## config.mk

```make
export PLATFORM = sky130hd
export DESIGN_NAME = fetch_stage_flat
export DESIGN_NICKNAME = d
export VERILOG_FILES = /design/src/rtl/fetch_stage_if.sv /design/src/rtl/fetch_stage.sv /design/src/flat_wrapper.sv
export SDC_FILE = /design/constraint.sdc
export NUM_CORES = 1
export LEC_CHECK = 0
export CORE_UTILIZATION = 47
export DETAILED_ROUTE_END_ITERATION = 6
export PLACE_DENSITY_LB_ADDON = 0.3
export SYNTH_ARGS = -nofsm -noshare
export SYNTH_HDL_FRONTEND = slang
export SYNTH_SLANG_ARGS = --single-unit
export TNS_END_PERCENT = 30
```

## constraint.sdc

```tcl
create_clock -name clk -period 3.6 [get_ports clk]
set_input_delay 0.54 -clock clk [delete_from_list [all_inputs] [get_ports clk]]
set_output_delay 0.54 -clock clk [all_outputs]
set_load 0.05 [all_outputs]
```

## src/rtl/fetch_stage_if.sv

```systemverilog
// Signal bundle between the F stage, the D-stage decode/stall logic and instruction memory.
// FETCH_ADDR_CHECK_EN adds the address-fault outputs F_adel and fault_pc.
interface fetch_stage_if;
    logic        stall;
    logic        D_clr;
    logic [4:0]  D_NPCOp;
    logic        D_cmp_eq;
    logic [15:0] D_imm16;
    logic [25:0] D_imm26;
    logic [31:0] D_rs_data;
    logic [31:0] im_addr;
    logic [31:0] im_rdata;
    logic [31:0] F_pc;
    logic [31:0] D_instr;
    logic [31:0] D_pc;
`ifdef FETCH_ADDR_CHECK_EN
    logic        F_adel;
    logic [31:0] fault_pc;
`endif

    modport master (
        input  stall, D_clr, D_NPCOp, D_cmp_eq, D_imm16, D_imm26, D_rs_data, im_rdata,
        output im_addr, F_pc, D_instr, D_pc
`ifdef FETCH_ADDR_CHECK_EN
        , output F_adel, fault_pc
`endif
    );

    modport slave (
        output stall, D_clr, D_NPCOp, D_cmp_eq, D_imm16, D_imm26, D_rs_data, im_rdata,
        input  im_addr, F_pc, D_instr, D_pc
`ifdef FETCH_ADDR_CHECK_EN
        , input F_adel, fault_pc
`endif
    );
endinterface

```

## src/rtl/fetch_stage.sv

```systemverilog
// MIPS F stage: PC register, next-PC select from D-stage decode, IF/ID register (delay-slot pipeline).
// Optional macro FETCH_ADDR_CHECK_EN enables fetch-address fault detection (F_adel, sticky fault_pc).
module fetch_stage #(
    parameter logic [31:0] PC_INIT  = 32'h0000_3000,
    parameter logic [31:0] IM_BASE  = 32'h0000_3000,
    parameter int unsigned IM_DEPTH = 4096
) (
    input logic           clk,
    input logic           reset,
    fetch_stage_if.master bus
);
    localparam logic [32:0] IM_END = {1'b0, IM_BASE} + (33'(IM_DEPTH) * 33'd4);

    logic [31:0] r_pc_p0;
    logic [31:0] r_instr_p1;
    logic [31:0] r_pc_p1;
    logic [31:0] w_npc;
    logic [31:0] w_fetch_word;

    function automatic logic [31:0] f_branch_target(input logic [31:0] pc, input logic [15:0] imm);
        logic signed [31:0] off;
        off = $signed({{14{imm[15]}}, imm, 2'b00});
        return pc + 32'd4 + $unsigned(off);
    endfunction

    function automatic logic f_fetch_fault(input logic [31:0] pc);
        return (pc[1:0] != 2'b00) || (pc < IM_BASE) || ({1'b0, pc} >= IM_END);
    endfunction

    // Targets are relative to D_pc (the branch); F_pc already holds the delay slot.
    always_comb begin
        w_npc = r_pc_p0 + 32'd4;
        case (bus.D_NPCOp)
            5'd1: if (bus.D_cmp_eq) w_npc = f_branch_target(r_pc_p1, bus.D_imm16);
            5'd2: w_npc = {r_pc_p1[31:28], bus.D_imm26, 2'b00};
            5'd3: w_npc = bus.D_rs_data;
            default: ;
        endcase
    end

`ifdef FETCH_ADDR_CHECK_EN
    logic        w_adel;
    logic        r_fault_seen;
    logic [31:0] r_fault_pc;

    assign w_adel       = f_fetch_fault(r_pc_p0);
    assign w_fetch_word = w_adel ? 32'h0 : bus.im_rdata;

    // Sticky capture of the first faulting fetch; a flag is needed because 0 is itself a faulting PC.
    always_ff @(posedge clk) begin
        if (reset) begin
            r_fault_seen <= 1'b0;
            r_fault_pc   <= 32'h0;
        end else if (!bus.stall && w_adel && !r_fault_seen) begin
            r_fault_seen <= 1'b1;
            r_fault_pc   <= r_pc_p0;
        end
    end

    assign bus.F_adel   = w_adel;
    assign bus.fault_pc = r_fault_pc;
`else
    assign w_fetch_word = bus.im_rdata;
`endif

    // p0 -> p1: PC advance and IF/ID capture; stall freezes both, D_clr only matters when not stalled.
    always_ff @(posedge clk) begin
        if (reset) begin
            r_pc_p0    <= PC_INIT;
            r_instr_p1 <= 32'h0;
            r_pc_p1    <= PC_INIT;
        end else if (!bus.stall) begin
            r_pc_p0    <= w_npc;
            r_pc_p1    <= r_pc_p0;
            r_instr_p1 <= bus.D_clr ? 32'h0 : w_fetch_word;
        end
    end

    assign bus.im_addr = r_pc_p0;
    assign bus.F_pc    = r_pc_p0;
    assign bus.D_instr = r_instr_p1;
    assign bus.D_pc    = r_pc_p1;
endmodule

```

## src/flat_wrapper.sv

```systemverilog
// flat-port wrapper written by rule: the top's interface ports become plain ports
module fetch_stage_flat 
#(
    parameter logic [31:0] PC_INIT  = 32'h0000_3000,
    parameter logic [31:0] IM_BASE  = 32'h0000_3000,
    parameter int unsigned IM_DEPTH = 4096
)
  (clk, reset, bus_stall, bus_D_clr, bus_D_NPCOp, bus_D_cmp_eq, bus_D_imm16, bus_D_imm26, bus_D_rs_data, bus_im_rdata, bus_im_addr, bus_F_pc, bus_D_instr, bus_D_pc);
  fetch_stage_if bus_i ();
  input logic clk;
  input logic reset;
  input wire logic [$bits(bus_i.stall)-1:0] bus_stall;
  input wire logic [$bits(bus_i.D_clr)-1:0] bus_D_clr;
  input wire logic [$bits(bus_i.D_NPCOp)-1:0] bus_D_NPCOp;
  input wire logic [$bits(bus_i.D_cmp_eq)-1:0] bus_D_cmp_eq;
  input wire logic [$bits(bus_i.D_imm16)-1:0] bus_D_imm16;
  input wire logic [$bits(bus_i.D_imm26)-1:0] bus_D_imm26;
  input wire logic [$bits(bus_i.D_rs_data)-1:0] bus_D_rs_data;
  input wire logic [$bits(bus_i.im_rdata)-1:0] bus_im_rdata;
  output wire logic [$bits(bus_i.im_addr)-1:0] bus_im_addr;
  output wire logic [$bits(bus_i.F_pc)-1:0] bus_F_pc;
  output wire logic [$bits(bus_i.D_instr)-1:0] bus_D_instr;
  output wire logic [$bits(bus_i.D_pc)-1:0] bus_D_pc;
  assign bus_i.stall = bus_stall;
  assign bus_i.D_clr = bus_D_clr;
  assign bus_i.D_NPCOp = bus_D_NPCOp;
  assign bus_i.D_cmp_eq = bus_D_cmp_eq;
  assign bus_i.D_imm16 = bus_D_imm16;
  assign bus_i.D_imm26 = bus_D_imm26;
  assign bus_i.D_rs_data = bus_D_rs_data;
  assign bus_i.im_rdata = bus_im_rdata;
  assign bus_im_addr = bus_i.im_addr;
  assign bus_F_pc = bus_i.F_pc;
  assign bus_D_instr = bus_i.D_instr;
  assign bus_D_pc = bus_i.D_pc;
  fetch_stage #(.PC_INIT(PC_INIT), .IM_BASE(IM_BASE), .IM_DEPTH(IM_DEPTH)) u_core (.clk(clk), .reset(reset), .bus(bus_i));
endmodule
```

Word-level counts from Yosys, hierarchy flattened. Index checks and enable logic that the tools add are counted.

Add/sub/neg operators: 3. Equal/unequal tests: 3. Multiplexer cells: 3.

Operators with widths (number): 32-bit case mux with 3 select lines (1); 32-bit by 3-bit adder with 32-bit output, second input constant (2); 32-bit two-way mux (2); 32-bit adder (1); 5-bit by 2-bit equality test with 1-bit output, second input constant (2); 5-bit by 1-bit equality test with 1-bit output, second input constant (1).

Register bits after elaboration: 96. Bits of input ports: 116. Output and inout bits: 128. Word-level logic and storage cells: 12.

Logic depth before layout (Yosys ltp).
Depth in word-level cells: 4. Depth in mapped cells: 13.

Least setup slack after synthesis. Ideal clock, no wire load.

Path kind: reg-to-reg. Start point: register u_core.r_pc_p1[2], in the netlist u_core.bus.D_pc[2]. End point: register u_core.r_pc_p0[27], in the netlist u_core.bus.F_pc[27]. Data arrival time: 2.872 ns. Data required time: 3.478 ns. Setup slack: 0.607 ns. Cell stages (with the launch flop): 14. Path through: dfxtp_1 > inv_1 > ha_1 > inv_1 > ha_1 > inv_1 > fa_1 > nand2b_1 > a21oi_1 > o211ai_2 > a21boi_1 > nor2_1 > o211a_1 > a221o_1.

Cells in the longest elaborated chain, start to end: 4.

RTL lines: from (decl) (RTL line fetch_stage.sv:16) `logic [31:0] r_pc_p1;`; from (signal assigned) (RTL line fetch_stage.sv:74) `r_pc_p1 <= r_pc_p0;`; 32-bit by 3-bit adder with 32-bit output (RTL line fetch_stage.sv:23) `return pc + 32'd4 + $unsigned(off);`; 32-bit adder (RTL line fetch_stage.sv:23); 32-bit two-way mux (RTL line fetch_stage.sv:34) `5'd1: if (bus.D_cmp_eq) w_npc = f_branch_target(r_pc_p1, bus.D_imm16);`; 32-bit case mux with 3 select lines (RTL line fetch_stage.sv:33) `case (bus.D_NPCOp)`; to (signal assigned) (RTL line fetch_stage.sv:73) `r_pc_p0 <= w_npc;`; to (decl) (RTL line fetch_stage.sv:14) `logic [31:0] r_pc_p0;`.

Every way passes these cells. A chain may end at the register's enable or synchronous reset.

Worst setup path after layout.
Start point: input bus_D_imm16[15]. End point: register u_core.r_pc_p0[31], in the netlist u_core.bus.F_pc[31].

Cells in the longest elaborated chain, start to end: 3.

RTL lines: from (decl) (RTL line flat_wrapper.sv:16) `input wire logic [$bits(bus_i.D_imm16)-1:0] bus_D_imm16;`; 32-bit adder (RTL line fetch_stage.sv:23); 32-bit two-way mux (RTL line fetch_stage.sv:34); 32-bit case mux with 3 select lines (RTL line fetch_stage.sv:33).

Every way passes these cells.

==> results by group <==
Timing
  – Period minus WS final: 3190 ps
  – Tcrit/Tclk final: 88.6%
  – Setup slack after layout: 412 ps
  – Slew Limit Fails: 0
  – Worst Clk Skew: 7.89 ps
  – Max Fclk: 314 MHz
  – Final setup viols: 0
  – Final hold violation count: 0
  – RSZ-0062 raised after global routing: no
  – Worst Hold Slack: 513 ps
  – Post-route setup TNS: 0 ps
  – Relative slew slack: 39.3%
  – Worst-margin pin slew: 911 ps

Worst setup path
  – CP arrival: 3430 ps
  – Crit Path Category: in -> reg
  – Slowest CP cell: clkdlybuf4s50_1
  – WP data required: 3840 ps
  – Crit-path max FO: 11
  – Critical Path Source: bus_D_imm16[15]
  – RR Startpoint: u_core.bus.D_pc[2]$_SDFFE_PP0N_
  – Worst-path cell chain: clkdlybuf4s50_1, buf_4, ha_1, ha_1, a21o_1, a21o_1, a21oi_1, nor2_1, a211oi_1, and2_1, o211ai_1
  – CP max stage delay: 640 ps
  – CP startpoint kind: input pin
  – Critical path endpoint category: register
  – Worst r2r path cells: 13

Drt
  – Vias/cell: 5.84
  – Residual DRC: 0
  – ANT nets after route: 0
  – 1st-pass router iterations: 5
  – Final wirelength: 21600 um
  – Wirelength per Cell: 17.9 um
  – Via Count: 7036
  – Starting DRT DRC Count: 632

CTS
  – Cts bufs inserted: 9
  – CTS sink cnt: 96
  – Clk Latency, worst-skew pair: 350 ps
  – CTS H-tree depth: 3
  – Worst-path clk slew: 70 ps
  – Clock Tree Root: clkbuf_16
  – Hold-fix buffers, CTS: 0
  – # Post-CTS Setup Buffers: 0
  – CTS Buffer Depth: 2
  – CTS tree: built
  – Post_cts resized: 0

Power
  – Lkg Pwr: 3.97 nW
  – Cell Pwr Density: 326 nW/um^2
  – Psw: 1.08 mW
  – Switching share of power: 34.3%
  – Clock network power share: 31.7%
  – Maximum VDD drop: 0.204 mV
  – Internal: 2.06 mW
  – Comb power frac: 31.1%
  – Sequential share of power: 37.2%

Place
  – # port buffers: 243
  – RePlAce Congestion: 0.952
  – HPWL Detailed: 16000 um
  – Post-DP Area: 9330 um^2
  – Post-Place Worst Slack: 91.6 ps

Synthesis
  – Syn_nets: 995
  – Ys flop type: dfxtp_1
  – Ys async rst share: 0%
  – Distinct cells, synth: 78
  – Netlist Area Pre-Place: 7000 um^2
  – Synth Instances: 820
  – Avg Cell Area, Syn: 8.54 um^2
  – Number of synthesized register bits: 96
  – Sequential cell area fraction in the yosys report: 27.4%
  – EDFF count, synth: 0
  – Synth warnings: 0

Cells and area
  – Layout area overhead: 37.5%
  – Final instance area: 9630 um^2
  – N_diodes: 0
  – Fin nets: 1191
  – Share of layout cells above drive strength 1: 7.15%
  – Filler cell count: 1249

Die
  – DIE AREA: 15400 um^2
  – Width of the die: 124 um
  – Cell Rows: 44
  – Die Y: 124 um
  – Core area: 14500 um^2
  – I/O pin cnt: 244
  – Initial Utilization: 48.2%

Worst hold path
  – HP Class: reg -> reg
  – Hold Crit Depth: 2
  – Hold Path Origin: u_core.bus.D_instr[24]$_SDFFE_PP0N_

Global routing
  – Global-route wire length before repair: 32900 um
  – Number of global-route vias before repair: 6429
  – Initial antenna violation count: 0
  – Largest net degree at the start of global routing: 82
  – GRT Total Usage: 27.4%
  – Grt total ovfl: 0

Run
  – Max-cap violations: 0

Status
  – Status: finished clean
[synth_stat cells (3+ instances only)]
cell | number | area [um^2]
nand2b_1 | 6 | 37.5
and3_1 | 11 | 68.8
nand3_1 | 22 | 110
ha_1 | 58 | 726
a22oi_1 | 31 | 233
dfxtp_1 | 96 | 1920
buf_2 | 12 | 60.1
a211oi_1 | 12 | 90.1
inv_1 | 19 | 71.3
or3_1 | 5 | 31.3
o211ai_1 | 7 | 52.6
buf_4 | 35 | 263
mux2_2 | 11 | 124
a211o_1 | 3 | 26.3
a21oi_1 | 43 | 215
o21a_1 | 4 | 30.0
nand3b_1 | 3 | 22.5
a221oi_1 | 13 | 114
clkbuf_1 | 26 | 97.6
mux2i_1 | 51 | 510
o221ai_1 | 5 | 43.8
nand4_1 | 8 | 50.1
buf_6 | 5 | 56.3
xnor2_1 | 29 | 254
o22ai_1 | 13 | 81.3
nor2_1 | 108 | 405
xor2_1 | 8 | 70.1
a31oi_1 | 8 | 50.1
nor4_1 | 3 | 18.8
and4_1 | 6 | 52.6
nor3b_1 | 5 | 37.5
o21ai_0 | 30 | 150
nor3_1 | 11 | 55.1
nand2_1 | 32 | 120
and2_1 | 8 | 50.1
a311oi_1 | 3 | 26.3
a21o_1 | 18 | 135
[metrics by stage]
| stage | cells | total power [mW] | util (%) |
|---|---|---|---|
| 2_1_floorplan | 820 | 1.82 | - |
| 4_1_cts | 1205 | 3.15 | 66.3 |
| 3_3_place_gp | 1189 | 2.15 | 64.2 |
| 5_1_grt | 1205 | 3.27 | 66.3 |
| 6_report | 1205 | 3.14 | 66.3 |
| 3_5_place_dp | 1189 | 2.16 | 64.2 |
[placed cells by master (no fill, tap or decap), types with 3 or more instances in the layout]
master and instances:
or3_1 5, xnor2_1 29, buf_4 22, a211o_1 3
and3_1 11, inv_1 19, ha_1 58, nand4_1 8
nor3_1 11, a311oi_1 3, o221ai_1 5, nand3_1 22
mux2_2 11, nand2b_1 6, o21a_1 4, nand3b_1 3
nor4_1 3, o22ai_1 13, nor2_1 107, clkdlybuf4s50_1 240
nor3b_1 5, mux2i_1 51, a21o_1 18, a22oi_1 31
a211oi_1 12, a31oi_1 8, nand2_1 32, a21oi_1 43
and2_1 8, o21ai_0 30, clkbuf_16 9, and4_1 6
a221oi_1 13, o211ai_1 7, dfxtp_1 96, xor2_1 8
[kinds of logic (layout without fill, tap and decap cells)]
group | after synthesis | count (layout) | synth area share, %
multiplexers | 62 | 62 | 9.06
adder cells (fa/ha/maj) | 59 | 59 | 10.6
AND/OR/NAND/NOR | 246 | 246 | 18.0
XOR/XNOR | 37 | 37 | 4.63
AO/OA/AOI/OAI | 222 | 222 | 22.4
flip-flops | 96 | 96 | 27.4
buffers and inverters | 98 | 299 | 7.88
[metal layers]
layer	vias to the layer above	wire (um)	GRT usage, %
met5	-	0	0
met4	0	357	9.00
met2	301	10100	45.0
li1	3400	-	-
met1	3307	9420	36.7
met3	28	1660	3.80
[critical path: cells and delay by family]
| kind | cells | cell delay (ps) |
|---|---|---|
| buffers and inverters | 2 | 910 |
| adders and majority gates | 2 | 650 |
| AOI/OAI and AO/OA | 5 | 1040 |
| and+or+nand+nor | 2 | 270 |
[worst paths after layout]
check,to,slack [ps]
setup reg to reg,u_core.bus.F_pc[27]$_SDFFE_PP0N_,690
hold reg to reg,u_core.bus.D_instr[24]$_SDFFE_PP0N_,510
setup / recovery,u_core.bus.F_pc[31]$_SDFFE_PP0N_,410
hold / removal,u_core.bus.D_instr[24]$_SDFFE_PP0N_,510
[power groups by stage]
stage	clock (mW)	combinational (mW)	sequential [mW]
2_1_floorplan	0	0.479	1.34
3_3_place_gp	0	0.961	1.19
3_5_place_dp	0	0.969	1.19
4_1_cts	1.01	0.974	1.17
5_1_grt	1.05	1.04	1.18
6_report	0.994	0.977	1.17
[area by class of cell]
cell class / instances / area [um^2] / share of cell area, %
Timing Repair Buffer: 264 / 2580 / 26.8
Inverter: 19 / 71.3 / 0.741
Clock inverter: 6 / 67.6 / 0.702
Tap cell: 184 / 230 / 2.39
Clock buffer: 10 / 229 / 2.38
Multi-Input combinational cell: 626 / 4530 / 47.1
Sequential cell: 96 / 1920 / 20.0
[state kept, by name, summed over array words and instances, names as in the netlist]
name	cells
u_core.bus.D_instr	32
u_core.bus.D_pc	32
u_core.bus.F_pc	32
Power figures use the tool's default switching activity.
